===== src/rtl/bus_master_if.sv =====
// Master-side initiator for the serial system bus: captures one command, arbitrates, then serialises or deserialises it.
// Define BUS_MASTER_READ_TIMEOUT_EN to bound the wait for read data with TIMEOUT_CYCLES.
module bus_master_if #(
    parameter int ADDR_WIDTH     = 12,
    parameter int DATA_WIDTH     = 8,
    parameter int TIMEOUT_CYCLES = 255
) (
    input  logic                  clk,
    input  logic                  reset,
    input  logic                  cmd_valid,
    output logic                  cmd_ready,
    input  logic                  cmd_rw,
    input  logic [1:0]            cmd_slave,
    input  logic [ADDR_WIDTH-1:0] cmd_addr,
    input  logic [DATA_WIDTH-1:0] cmd_wdata,
    output logic                  rsp_valid,
    output logic [DATA_WIDTH-1:0] rsp_rdata,
    output logic                  rsp_err,
    output logic                  m_request,
    input  logic                  m_grant,
    input  logic                  m_busy,
    output logic                  m_slave_select,
    output logic                  m_dout,
    output logic                  m_dout_valid,
    input  logic                  m_din,
    input  logic                  m_din_valid
);

    // One counter serves header and data phases, so size it for the longer of the two.
    localparam int CNT_MAX = (ADDR_WIDTH > DATA_WIDTH) ? ADDR_WIDTH : DATA_WIDTH;
    localparam int CNT_W   = $clog2(CNT_MAX + 1);

    typedef enum logic [2:0] {
        IDLE, REQ, SEL1, WAITB, HDR, WDAT, RDAT, DONE
    } state_t;

    state_t                  state;
    logic                    rw_q;
    logic [1:0]              slave_q;
    logic [ADDR_WIDTH-1:0]   addr_q;
    logic [ADDR_WIDTH-1:0]   addr_sh;
    logic [DATA_WIDTH-1:0]   wdata_q;
    logic [DATA_WIDTH-1:0]   data_sh;
    logic [DATA_WIDTH-1:0]   rdata_sh;
    logic [CNT_W-1:0]        bit_cnt;
    logic                    grant_lost;

`ifdef BUS_MASTER_READ_TIMEOUT_EN
    localparam int WAIT_W = $clog2(TIMEOUT_CYCLES + 1);
    logic [WAIT_W-1:0] wait_cnt;
`else
    // No timeout in this build; TIMEOUT_CYCLES is never negative, so this is constant 0.
    assign rsp_err = (TIMEOUT_CYCLES < 0);
`endif

    assign grant_lost = !m_grant && (state inside {SEL1, WAITB, HDR, WDAT, RDAT});

    always_ff @(posedge clk or negedge reset) begin
        if (!reset) begin
            state          <= IDLE;
            cmd_ready      <= 1'b1;
            rsp_valid      <= 1'b0;
            rsp_rdata      <= '0;
            m_request      <= 1'b0;
            m_slave_select <= 1'b0;
            m_dout         <= 1'b0;
            m_dout_valid   <= 1'b0;
            rw_q           <= 1'b0;
            slave_q        <= '0;
            addr_q         <= '0;
            addr_sh        <= '0;
            wdata_q        <= '0;
            data_sh        <= '0;
            rdata_sh       <= '0;
            bit_cnt        <= '0;
`ifdef BUS_MASTER_READ_TIMEOUT_EN
            wait_cnt       <= '0;
            rsp_err        <= 1'b0;
`endif
        end else if (grant_lost) begin
            // Pre-empted: keep requesting and replay the latched command from the first slave-select bit.
            state          <= REQ;
            m_request      <= 1'b1;
            m_slave_select <= slave_q[0];
            m_dout         <= 1'b0;
            m_dout_valid   <= 1'b0;
            bit_cnt        <= '0;
            rdata_sh       <= '0;
`ifdef BUS_MASTER_READ_TIMEOUT_EN
            wait_cnt       <= '0;
`endif
        end else begin
            case (state)
                IDLE: begin
                    if (cmd_valid) begin
                        rw_q           <= cmd_rw;
                        slave_q        <= cmd_slave;
                        addr_q         <= cmd_addr;
                        wdata_q        <= cmd_wdata;
                        state          <= REQ;
                        cmd_ready      <= 1'b0;
                        m_request      <= 1'b1;
                        m_slave_select <= cmd_slave[0];
                    end
                end
                REQ: begin
                    if (m_grant) begin
                        state          <= SEL1;
                        m_slave_select <= slave_q[1];
                    end
                end
                SEL1: begin
                    state          <= WAITB;
                    m_slave_select <= 1'b0;
                end
                WAITB: begin
                    if (!m_busy) begin
                        state        <= HDR;
                        m_dout_valid <= 1'b1;
                        m_dout       <= rw_q;
                        addr_sh      <= addr_q;
                        bit_cnt      <= '0;
                    end
                end
                HDR: begin
                    if (bit_cnt == CNT_W'(ADDR_WIDTH)) begin
                        bit_cnt <= '0;
                        if (rw_q) begin
                            state   <= WDAT;
                            m_dout  <= wdata_q[0];
                            data_sh <= wdata_q >> 1;
                        end else begin
                            state        <= RDAT;
                            m_dout       <= 1'b0;
                            m_dout_valid <= 1'b0;
                            rdata_sh     <= '0;
`ifdef BUS_MASTER_READ_TIMEOUT_EN
                            wait_cnt     <= '0;
`endif
                        end
                    end else begin
                        m_dout  <= addr_sh[0];
                        addr_sh <= addr_sh >> 1;
                        bit_cnt <= bit_cnt + 1'b1;
                    end
                end
                WDAT: begin
                    if (bit_cnt == CNT_W'(DATA_WIDTH - 1)) begin
                        state        <= DONE;
                        m_dout       <= 1'b0;
                        m_dout_valid <= 1'b0;
                        m_request    <= 1'b0;
                        rsp_valid    <= 1'b1;
                        rsp_rdata    <= '0;
                    end else begin
                        m_dout  <= data_sh[0];
                        data_sh <= data_sh >> 1;
                        bit_cnt <= bit_cnt + 1'b1;
                    end
                end
                RDAT: begin
`ifdef BUS_MASTER_READ_TIMEOUT_EN
                    if (wait_cnt == WAIT_W'(TIMEOUT_CYCLES)) begin
                        state     <= DONE;
                        m_request <= 1'b0;
                        rsp_valid <= 1'b1;
                        rsp_rdata <= '0;
                        rsp_err   <= 1'b1;
                    end else
`endif
                    if (m_din_valid) begin
                        rdata_sh <= {m_din, rdata_sh[DATA_WIDTH-1:1]};
`ifdef BUS_MASTER_READ_TIMEOUT_EN
                        wait_cnt <= '0;
`endif
                        if (bit_cnt == CNT_W'(DATA_WIDTH - 1)) begin
                            state     <= DONE;
                            m_request <= 1'b0;
                            rsp_valid <= 1'b1;
                            rsp_rdata <= {m_din, rdata_sh[DATA_WIDTH-1:1]};
                        end else begin
                            bit_cnt <= bit_cnt + 1'b1;
                        end
                    end
`ifdef BUS_MASTER_READ_TIMEOUT_EN
                    else begin
                        wait_cnt <= wait_cnt + 1'b1;
                    end
`endif
                end
                DONE: begin
                    state     <= IDLE;
                    rsp_valid <= 1'b0;
                    rsp_rdata <= '0;
                    cmd_ready <= 1'b1;
`ifdef BUS_MASTER_READ_TIMEOUT_EN
                    rsp_err   <= 1'b0;
`endif
                end
                default: state <= IDLE;
            endcase
        end
    end

endmodule

===== config.mk =====
export PLATFORM = sky130hd
export DESIGN_NAME = bus_master_if
export DESIGN_NICKNAME = d
export VERILOG_FILES = /design/src/rtl/bus_master_if.sv
export SDC_FILE = /design/constraint.sdc
export NUM_CORES = 1
export LEC_CHECK = 0
export BUFFER_PORTS_ARGS = -buffer_cell sky130_fd_sc_hd__buf_2
export CAP_MARGIN = 40
export CORE_ASPECT_RATIO = 0.8
export CORE_MARGIN = 2
export CORE_UTILIZATION = 50
export CTS_CLUSTER_DIAMETER = 30
export DETAILED_ROUTE_END_ITERATION = 10
export PLACE_DENSITY = 0.71
export RECOVER_POWER = 25
export SLEW_MARGIN = 15
export SYNTH_ARGS = -nofsm -noshare
export SYNTH_HDL_FRONTEND = slang
export SYNTH_SLANG_ARGS = --single-unit

===== constraint.sdc =====
create_clock -name clk -period 2.54 [get_ports clk]
set_input_delay 0.635 -clock clk [delete_from_list [all_inputs] [get_ports clk]]
set_output_delay 0.635 -clock clk [all_outputs]
set_load 0.03 [all_outputs]

==> metrics.csv, run 1 <==
stage,metric,value,unit
outcome,status,"complete, but fails checks",
outcome,violations,"max-capacitance violations, max-slew violations",
drt,ant_nets,0,
power_and_ir_drop,combPwrFrac,35.8,%
place,place.gp.congestion,0.9051,
clock_network,postCtsSetupBuffers,0,
synth,yosysWarningCount,0,
clock_network,cts_max_path_buffers,2,
clock_network,tritoncts,built,
critical_path,path_buf_inv,0,
hold_path,worstHoldEndpoint,rsp_rdata[0],
power_and_ir_drop,leakage,1.832,nW
sta,fin_crit_sh,84.62,%
finish,areaGrowthSynthToFinish,12.50,%
clock_network,htreeDepth,3,
finish,multi_input_area,1577,um2
floorplan,die_area,7675,um2
sta,relSlewSlack,-13.04,%
synth,syn-num-nets,366,
critical_path,max_stage_delay,0.65,ns
synth,ys_seq_area_share,50.18,%
place,dpl.hpwl,4781,um
sta,fin_skew,0.01012,ns
power_and_ir_drop,p_sw_share,37.82,%
grt,grt_antenna_before_repair,0,
finish,nFillCells,634,
critical_path,crit_path_end_kind,flop,
drt,dr.pass1.iters,5,
sta,rsz0062_at_grt,false,
clock_network,clock-root-buffer,clkbuf_8,
clock_network,cts_buffers,9,
synth,synth_cells,334,
sta,worst-slew-pin-transition,1.696,ns
critical_path,crit_fanout,24,
critical_path,crit_type,flop to flop,
power_and_ir_drop,power,0.004068,W
sta,fin_tns_setup,0,ns
clock_network,clock_latency,0.35,ns
place,port-buffer-count,43,
sta,setup-violations-final,0,
sta,slew_viol_final,71,
drt,vias,2634,
floorplan,rows,27,
critical_path,cp-start-kind,flop,
sta,fmax,0.4652,GHz
drt,wl_per_cell,14.98,um
synth,synth-seq-cells,70,
critical_path,cp.arrival,2.42,ns
floorplan,initial_core_util,51.19,%
power_and_ir_drop,seqPwrFrac,44.6,%
synth,ys_types,56,
critical_path,crit_family,simple AND/OR/NAND/NOR gates,
critical_path,timing.rr.start,state[0],
power_and_ir_drop,clock_power_share,19.7,%
power_and_ir_drop,power_density,1035,nW/um2
synth,syn_avg_cell_area,10.46,um2
synth,async_flop_share,100.0,%
grt,grt-ovfl-total,0,
critical_path,cp.required,2.81,ns
power_and_ir_drop,power.switching,0.001538,W
grt,grtUsageTotal,19.53,%
clock_network,clk_pin_slew,0.08,ns
clock_network,cts_sinks,70,
drt,drt-total-wl,6983,um
critical_path,path_cells,"and3_1, or3_1, a211oi_2, a21oi_1, a41oi_1",
finish,finalNonFillerCells,466,
run,maxCapViolCount,1,
synth,netlist_area,3493,um2
sta,post-route-min-period,2.149,ns
finish,register_area,1753,um2
drt,via_per_inst,5.652,
critical_path,ff2ff_path_depth,5,
critical_path,rrSetupSlack,0.39,ns
finish,drive_above_1_share,23.48,%
hold_path,min_path_cells,2,
grt,grt_pass1_wl,11830,um
drt,dr.first_iter.drc_count,237,
clock_network,hold_buffers,0,
synth,ys.flop_type,dfrtp_1,
drt,drc,0,
place,place_inst,450,
critical_path,slowest_stage,dfrtp_1,
hold_path,hold_path_class,flop to flop,
critical_path,rr_endpoint,state[0],
grt,grt_pass1_vias,2450,
power_and_ir_drop,p_int,0.002529,W
power_and_ir_drop,ir_worst_vdd,0.0005712,V
hold_path,min_from,rsp_rdata[0],
floorplan,die_y,78.76,um
floorplan,core,6824,um2
sta,finalHoldViolations,0,
finish,num_antenna_cells,0,
synth,synth-edff-count,0,
floorplan,die_w,97.45,um
clock_network,ctsResizeCount,0,
grt,grt_max_degree,71,
floorplan,io_pins,45,
finish,final_nets,406,
[worst min-delay path, delay by kind of cell, from the launching register on]
| family | cells | cell delay, ns |
|---|---|---|
| AOI/OAI and AO/OA | 1 | 0.06 |
| DFF | 1 | 0.34 |
| and+or+nand+nor | 1 | 0.04 |
[power groups by stage]
stage          sequential (W)  clock [W]  combinational (W)
6_report              0.00181   0.000800            0.00146
5_1_grt               0.00187   0.000867            0.00163
4_1_cts               0.00181   0.000820            0.00145
3_5_place_dp          0.00183          0            0.00144
3_3_place_gp          0.00182          0            0.00139
2_1_floorplan         0.00176          0            0.00114
[layout by cell type (no fill, tap or decap), types with 3 or more instances in the layout]
| master | n |
|---|---|
| a21o_1 | 5 |
| a21oi_1 | 23 |
| a31oi_1 | 3 |
| and2_1 | 8 |
| and3_1 | 4 |
| buf_2 | 43 |
| buf_4 | 8 |
| clkbuf_8 | 9 |
| clkinv_2 | 3 |
| clkinv_4 | 3 |
| dfrtp_1 | 69 |
| inv_1 | 10 |
| mux2_1 | 15 |
| mux2_2 | 15 |
| mux2i_1 | 27 |
| nand2_1 | 30 |
| nand2b_1 | 3 |
| nand3_1 | 7 |
| nor2_1 | 29 |
| o21ai_0 | 10 |
| o21ai_1 | 11 |
| o31ai_1 | 3 |
| or3_1 | 3 |
[cells in the mapped netlist, types with 7 or more instances]
cell,n,area share (%)
buf_2,11,1.6
and2_1,8,1.4
dfrtp_1,69,49
o21ai_0,10,1.4
mux2i_1,27,7.7
inv_1,10,1.1
nand2_1,30,3.2
a21oi_1,23,3.3
nand3_1,7,1.0
mux2_2,15,4.8
o21ai_1,11,1.6
mux2_1,15,4.8
nor2_1,29,3.1
[per-stage QoR]
| step | setup slack [ns] | utilization (%) | hold slack, ns | cell area [um2] |
|---|---|---|---|---|
| 2_1_floorplan | 0.6828 | - | 0.3394 | 3493 |
| 3_3_place_gp | 0.4510 | 55.26 | 0.4567 | 3771 |
| 3_5_place_dp | 0.3101 | 55.26 | 0.4755 | 3771 |
| 4_1_cts | 0.4204 | 57.81 | 0.3060 | 3945 |
| 5_1_grt | 0.1748 | 57.59 | 0.4880 | 3930 |
| 6_report | 0.3905 | 57.59 | 0.4810 | 3930 |
[registers in the layout, summed over array words and instances (netlist names)]
register,count
addr_q,12
addr_sh,12
rsp_rdata,8
wdata_q,8
data_sh,7
rdata_sh,7
bit_cnt,4
state,3
slave_q,2
cmd_ready,1
m_dout,1
m_dout_valid,1
m_request,1
m_slave_select,1
rsp_valid,1
rw_q,1
[area by class of cell]
| cell class | instances | area share, % |
|---|---|---|
| Tap cell | 87 | 2.770 |
| Timing Repair Buffer | 52 | 7.131 |
| Clock inverter | 7 | 1.273 |
| Inverter | 10 | 0.9551 |
| Multi-Input combinational cell | 231 | 40.11 |
| Clock buffer | 9 | 3.152 |
| Sequential cell | 70 | 44.60 |
[worst max-delay path by stage]
stage	startpoint	to	slack, ns	cells past startpoint
4_1_cts	state[0]	bit_cnt[2]	0.42	6
3_5_place_dp	m_grant	addr_sh[9]	0.31	6
2_1_floorplan	bit_cnt[0]	bit_cnt[0]	0.68	7
6_report	state[0]	state[0]	0.39	5
5_1_grt	state[0]	addr_sh[3]	0.17	5
3_3_place_gp	m_grant	addr_sh[7]	0.45	6
[logic make-up after synthesis]
| group | after synthesis | share of synthesized area (%) |
|---|---|---|
| simple gates | 98 | 13.72 |
| compound gates | 72 | 12.93 |
| flops | 70 | 50.18 |
| mux | 57 | 17.41 |
| buf+inv | 33 | 4.692 |
| fa+ha+maj | 2 | 0.7162 |
| other cells | 1 | 0.1073 |
| xor+xnor | 1 | 0.2508 |
[per-layer routing]
| layer | track usage (%) | vias to the layer above | wire length, um |
|---|---|---|---|
| li1 | - | 1251 | - |
| met1 | 27.52 | 1271 | 3303 |
| met2 | 29.45 | 98 | 3157 |
| met3 | 5.810 | 14 | 439 |
| met4 | 5.833 | 0 | 84 |
| met5 | 0 | - | 0 |
(Power assumes the default switching activity.)
==> inputs of run 2 (changes only) <==
--- a/config.mk
+++ b/config.mk
@@ -12,7 +12,7 @@
 export CORE_UTILIZATION = 50
 export CTS_CLUSTER_DIAMETER = 30
 export DETAILED_ROUTE_END_ITERATION = 10
-export PLACE_DENSITY = 0.71
+export PLACE_DENSITY = 0.73
 export RECOVER_POWER = 25
 export SLEW_MARGIN = 15
 export SYNTH_ARGS = -nofsm -noshare
==> constraint.sdc (replaced) <==
create_clock -name clk -period 1.85 [get_ports clk]
set_input_delay 0.4625 -clock clk [delete_from_list [all_inputs] [get_ports clk]]
set_output_delay 0.4625 -clock clk [all_outputs]
set_load 0.03 [all_outputs]
==> metrics.csv, run 2 (synthesis results as in run 1) <==
stage,metric,value,unit,change
outcome,status,completed,,
clock_network,cts_max_path_buffers,2,,unchanged
clock_network,htreeDepth,3,,unchanged
sta,rsz0062_at_grt,true,,
place,place_area,3971,um2,+5.3%
finish,utilization,62.67,%,+5.1 points
finish,layout_commonest_cell,dfrtp_1,,
sta,finalHoldViolations,0,,unchanged
hold_path,hold_path_class,primary input to flop,,
finish,nFillCells,595,,-6.2%
grt,grt_pass1_wl,12640,um,+6.9%
finish,layout_common_cells,"dfrtp_1, buf_2, buf_4",,
grt,grtUsageTotal,20.74,%,+1.2 points
sta,post-route-min-period,1.820,ns,-0.3292 ns
clock_network,clock_latency,0.35,ns,about the same
floorplan,core,6824,um2,unchanged
sta,fin_crit_sh,98.39,%,+14 points
power_and_ir_drop,seqPwrFrac,40.2,%,-4.4 points
clock_network,hold_buffers,0,,unchanged
critical_path,crit_fanout,4,,-83%
power_and_ir_drop,ir_worst_vdd,0.0007292,V,+28%
drt,drc,0,,unchanged
clock_network,cts_sinks,70,,unchanged
critical_path,cp.required,2.12,ns,-0.69 ns
power_and_ir_drop,leakage,1.981,nW,+8.2%
grt,grt_antenna_before_repair,0,,unchanged
place,dp_slack,-0.02960,ns,-0.3397 ns
place,place_inst,473,,+5.1%
sta,fin_skew,0.008761,ns,-0.001355 ns
place,port-buffer-count,43,,unchanged
sta,fmax,0.5494,GHz,+18%
finish,drive_above_1_share,31.85,%,+8.4 points
sta,setup-violations-final,0,,unchanged
sta,worst-slew-pin-transition,0.9370,ns,-0.7585 ns
power_and_ir_drop,clock_power_share,22.1,%,+2.4 points
grt,grt_max_degree,71,,unchanged
place,dpl.hpwl,5319,um,+11%
clock_network,cts_buffers,9,,unchanged
floorplan,rows,27,,unchanged
critical_path,crit_path_end_kind,flop,,
floorplan,die_y,78.76,um,unchanged
place,place.gp.congestion,1.002,,+11%
floorplan,initial_core_util,51.19,%,unchanged
power_and_ir_drop,p_int,0.003943,W,+56%
drt,vias,2680,,+1.7%
power_and_ir_drop,combPwrFrac,37.7,%,+1.9 points
drt,drt-total-wl,7554,um,+8.2%
finish,areaGrowthSynthToFinish,22.42,%,
run,maxCapViolCount,0,,-1
drt,wl_per_cell,15.35,um,+2.5%
floorplan,die_area,7675,um2,unchanged
power_and_ir_drop,power_density,1436,nW/um2,+39%
critical_path,crit_type,flop to flop,,
finish,final_nets,433,,+6.7%
finish,num_antenna_cells,0,,unchanged
drt,ant_nets,0,,unchanged
floorplan,io_pins,45,,unchanged
critical_path,cp-start-kind,flop,,
power_and_ir_drop,p_sw_share,35.80,%,-2.0 points
clock_network,clk_pin_slew,0.08,ns,about the same
drt,dr.pass1.iters,4,,-1
grt,grt-ovfl-total,0,,unchanged
sta,relSlewSlack,37.53,%,+51 points
critical_path,cp.arrival,2.09,ns,-0.33 ns
finish,final_area,4277,um2,+8.8%
sta,slew_viol_final,0,,-100%
drt,dr.first_iter.drc_count,169,,-29%
finish,finalNonFillerCells,492,,+5.6%
power_and_ir_drop,power.switching,0.002199,W,+43%
clock_network,clock-root-buffer,clkbuf_8,,
power_and_ir_drop,power,0.006142,W,+51%
finish,largestRegisters,"addr_q (12), addr_sh (12)",,
clock_network,tritoncts,built,,
floorplan,die_w,97.45,um,unchanged
drt,via_per_inst,5.447,,-3.6%
sta,setup_ws,0.02978,ns,-0.3608 ns
grt,grt_pass1_vias,2657,,+8.4%
[run 2: final cells by class]
type / instances / area (um2) / share of cell area (%)
flip-flops and latches: 70 / 1757 / 41.08
multi-input cells: 231 / 1644 / 38.44
repair buffers: 79 / 518.0 / 12.11
clock buffers: 10 / 127.6 / 2.984
well taps: 87 / 108.9 / 2.545
clock inverters: 5 / 83.83 / 1.960
inverters: 10 / 37.54 / 0.8777
[run 2: path summary, 6_finish.rpt]
check	cells after the start	start	slack, ns	end
max in group asynchronous	2	reset	0.84	state[1]
setup reg to reg	6	bit_cnt[0]	0.03	bit_cnt[3]
setup / recovery	6	bit_cnt[0]	0.03	bit_cnt[3]
hold / removal	2	cmd_wdata[5]	0.33	wdata_q[5]
hold reg to reg	2	rsp_rdata[0]	0.48	rsp_rdata[0]
min in group asynchronous	2	reset	0.34	state[2]
[run 2: per-layer routing]
metal	GRT usage (%)	vias to the layer above	share of wire, %
met3	5.810	9	5.5
li1	-	1308	-
met5	0	-	0
met4	6.389	0	0.95
met1	28.89	1294	48
met2	31.93	69	45
[run 2: timing repair]
action | CTS | global route
setup buffers | 3 | 1
gates resized for setup | 2 | 17
pin swaps | 1 | 7
setup endpoints to repair | 5 | 25
[run 2: worst max-delay path, stage by stage, from the launching register on]
cell and delay (ns):
dfrtp_1 0.40, ha_2 0.20, and3b_2 0.25, a221o_1 0.31
a2111oi_0 0.37, a21oi_1 0.08, o21ai_1 0.14
[run 2: power by group through the flow]
stage	logic [W]	clock network (W)	registers [W]
finish	0.00232	0.00136	0.00247
global route	0.00258	0.00146	0.00255
CTS	0.00224	0.00139	0.00246
detailed placement	0.00221	0	0.00249
global placement	0.00215	0	0.00246
floorplan	0.00156	0	0.00242
[run 2: per-stage QoR]
| stage | TNS [ns] | hold WS (ns) |
|---|---|---|
| 2_1_floorplan | 0 | 0.1669 |
| 3_3_place_gp | -0.06506 | 0.4603 |
| 3_5_place_dp | -0.07682 | 0.4749 |
| 4_1_cts | 0 | 0.1404 |
| 5_1_grt | -0.1909 | 0.3245 |
| 6_report | 0 | 0.3269 |
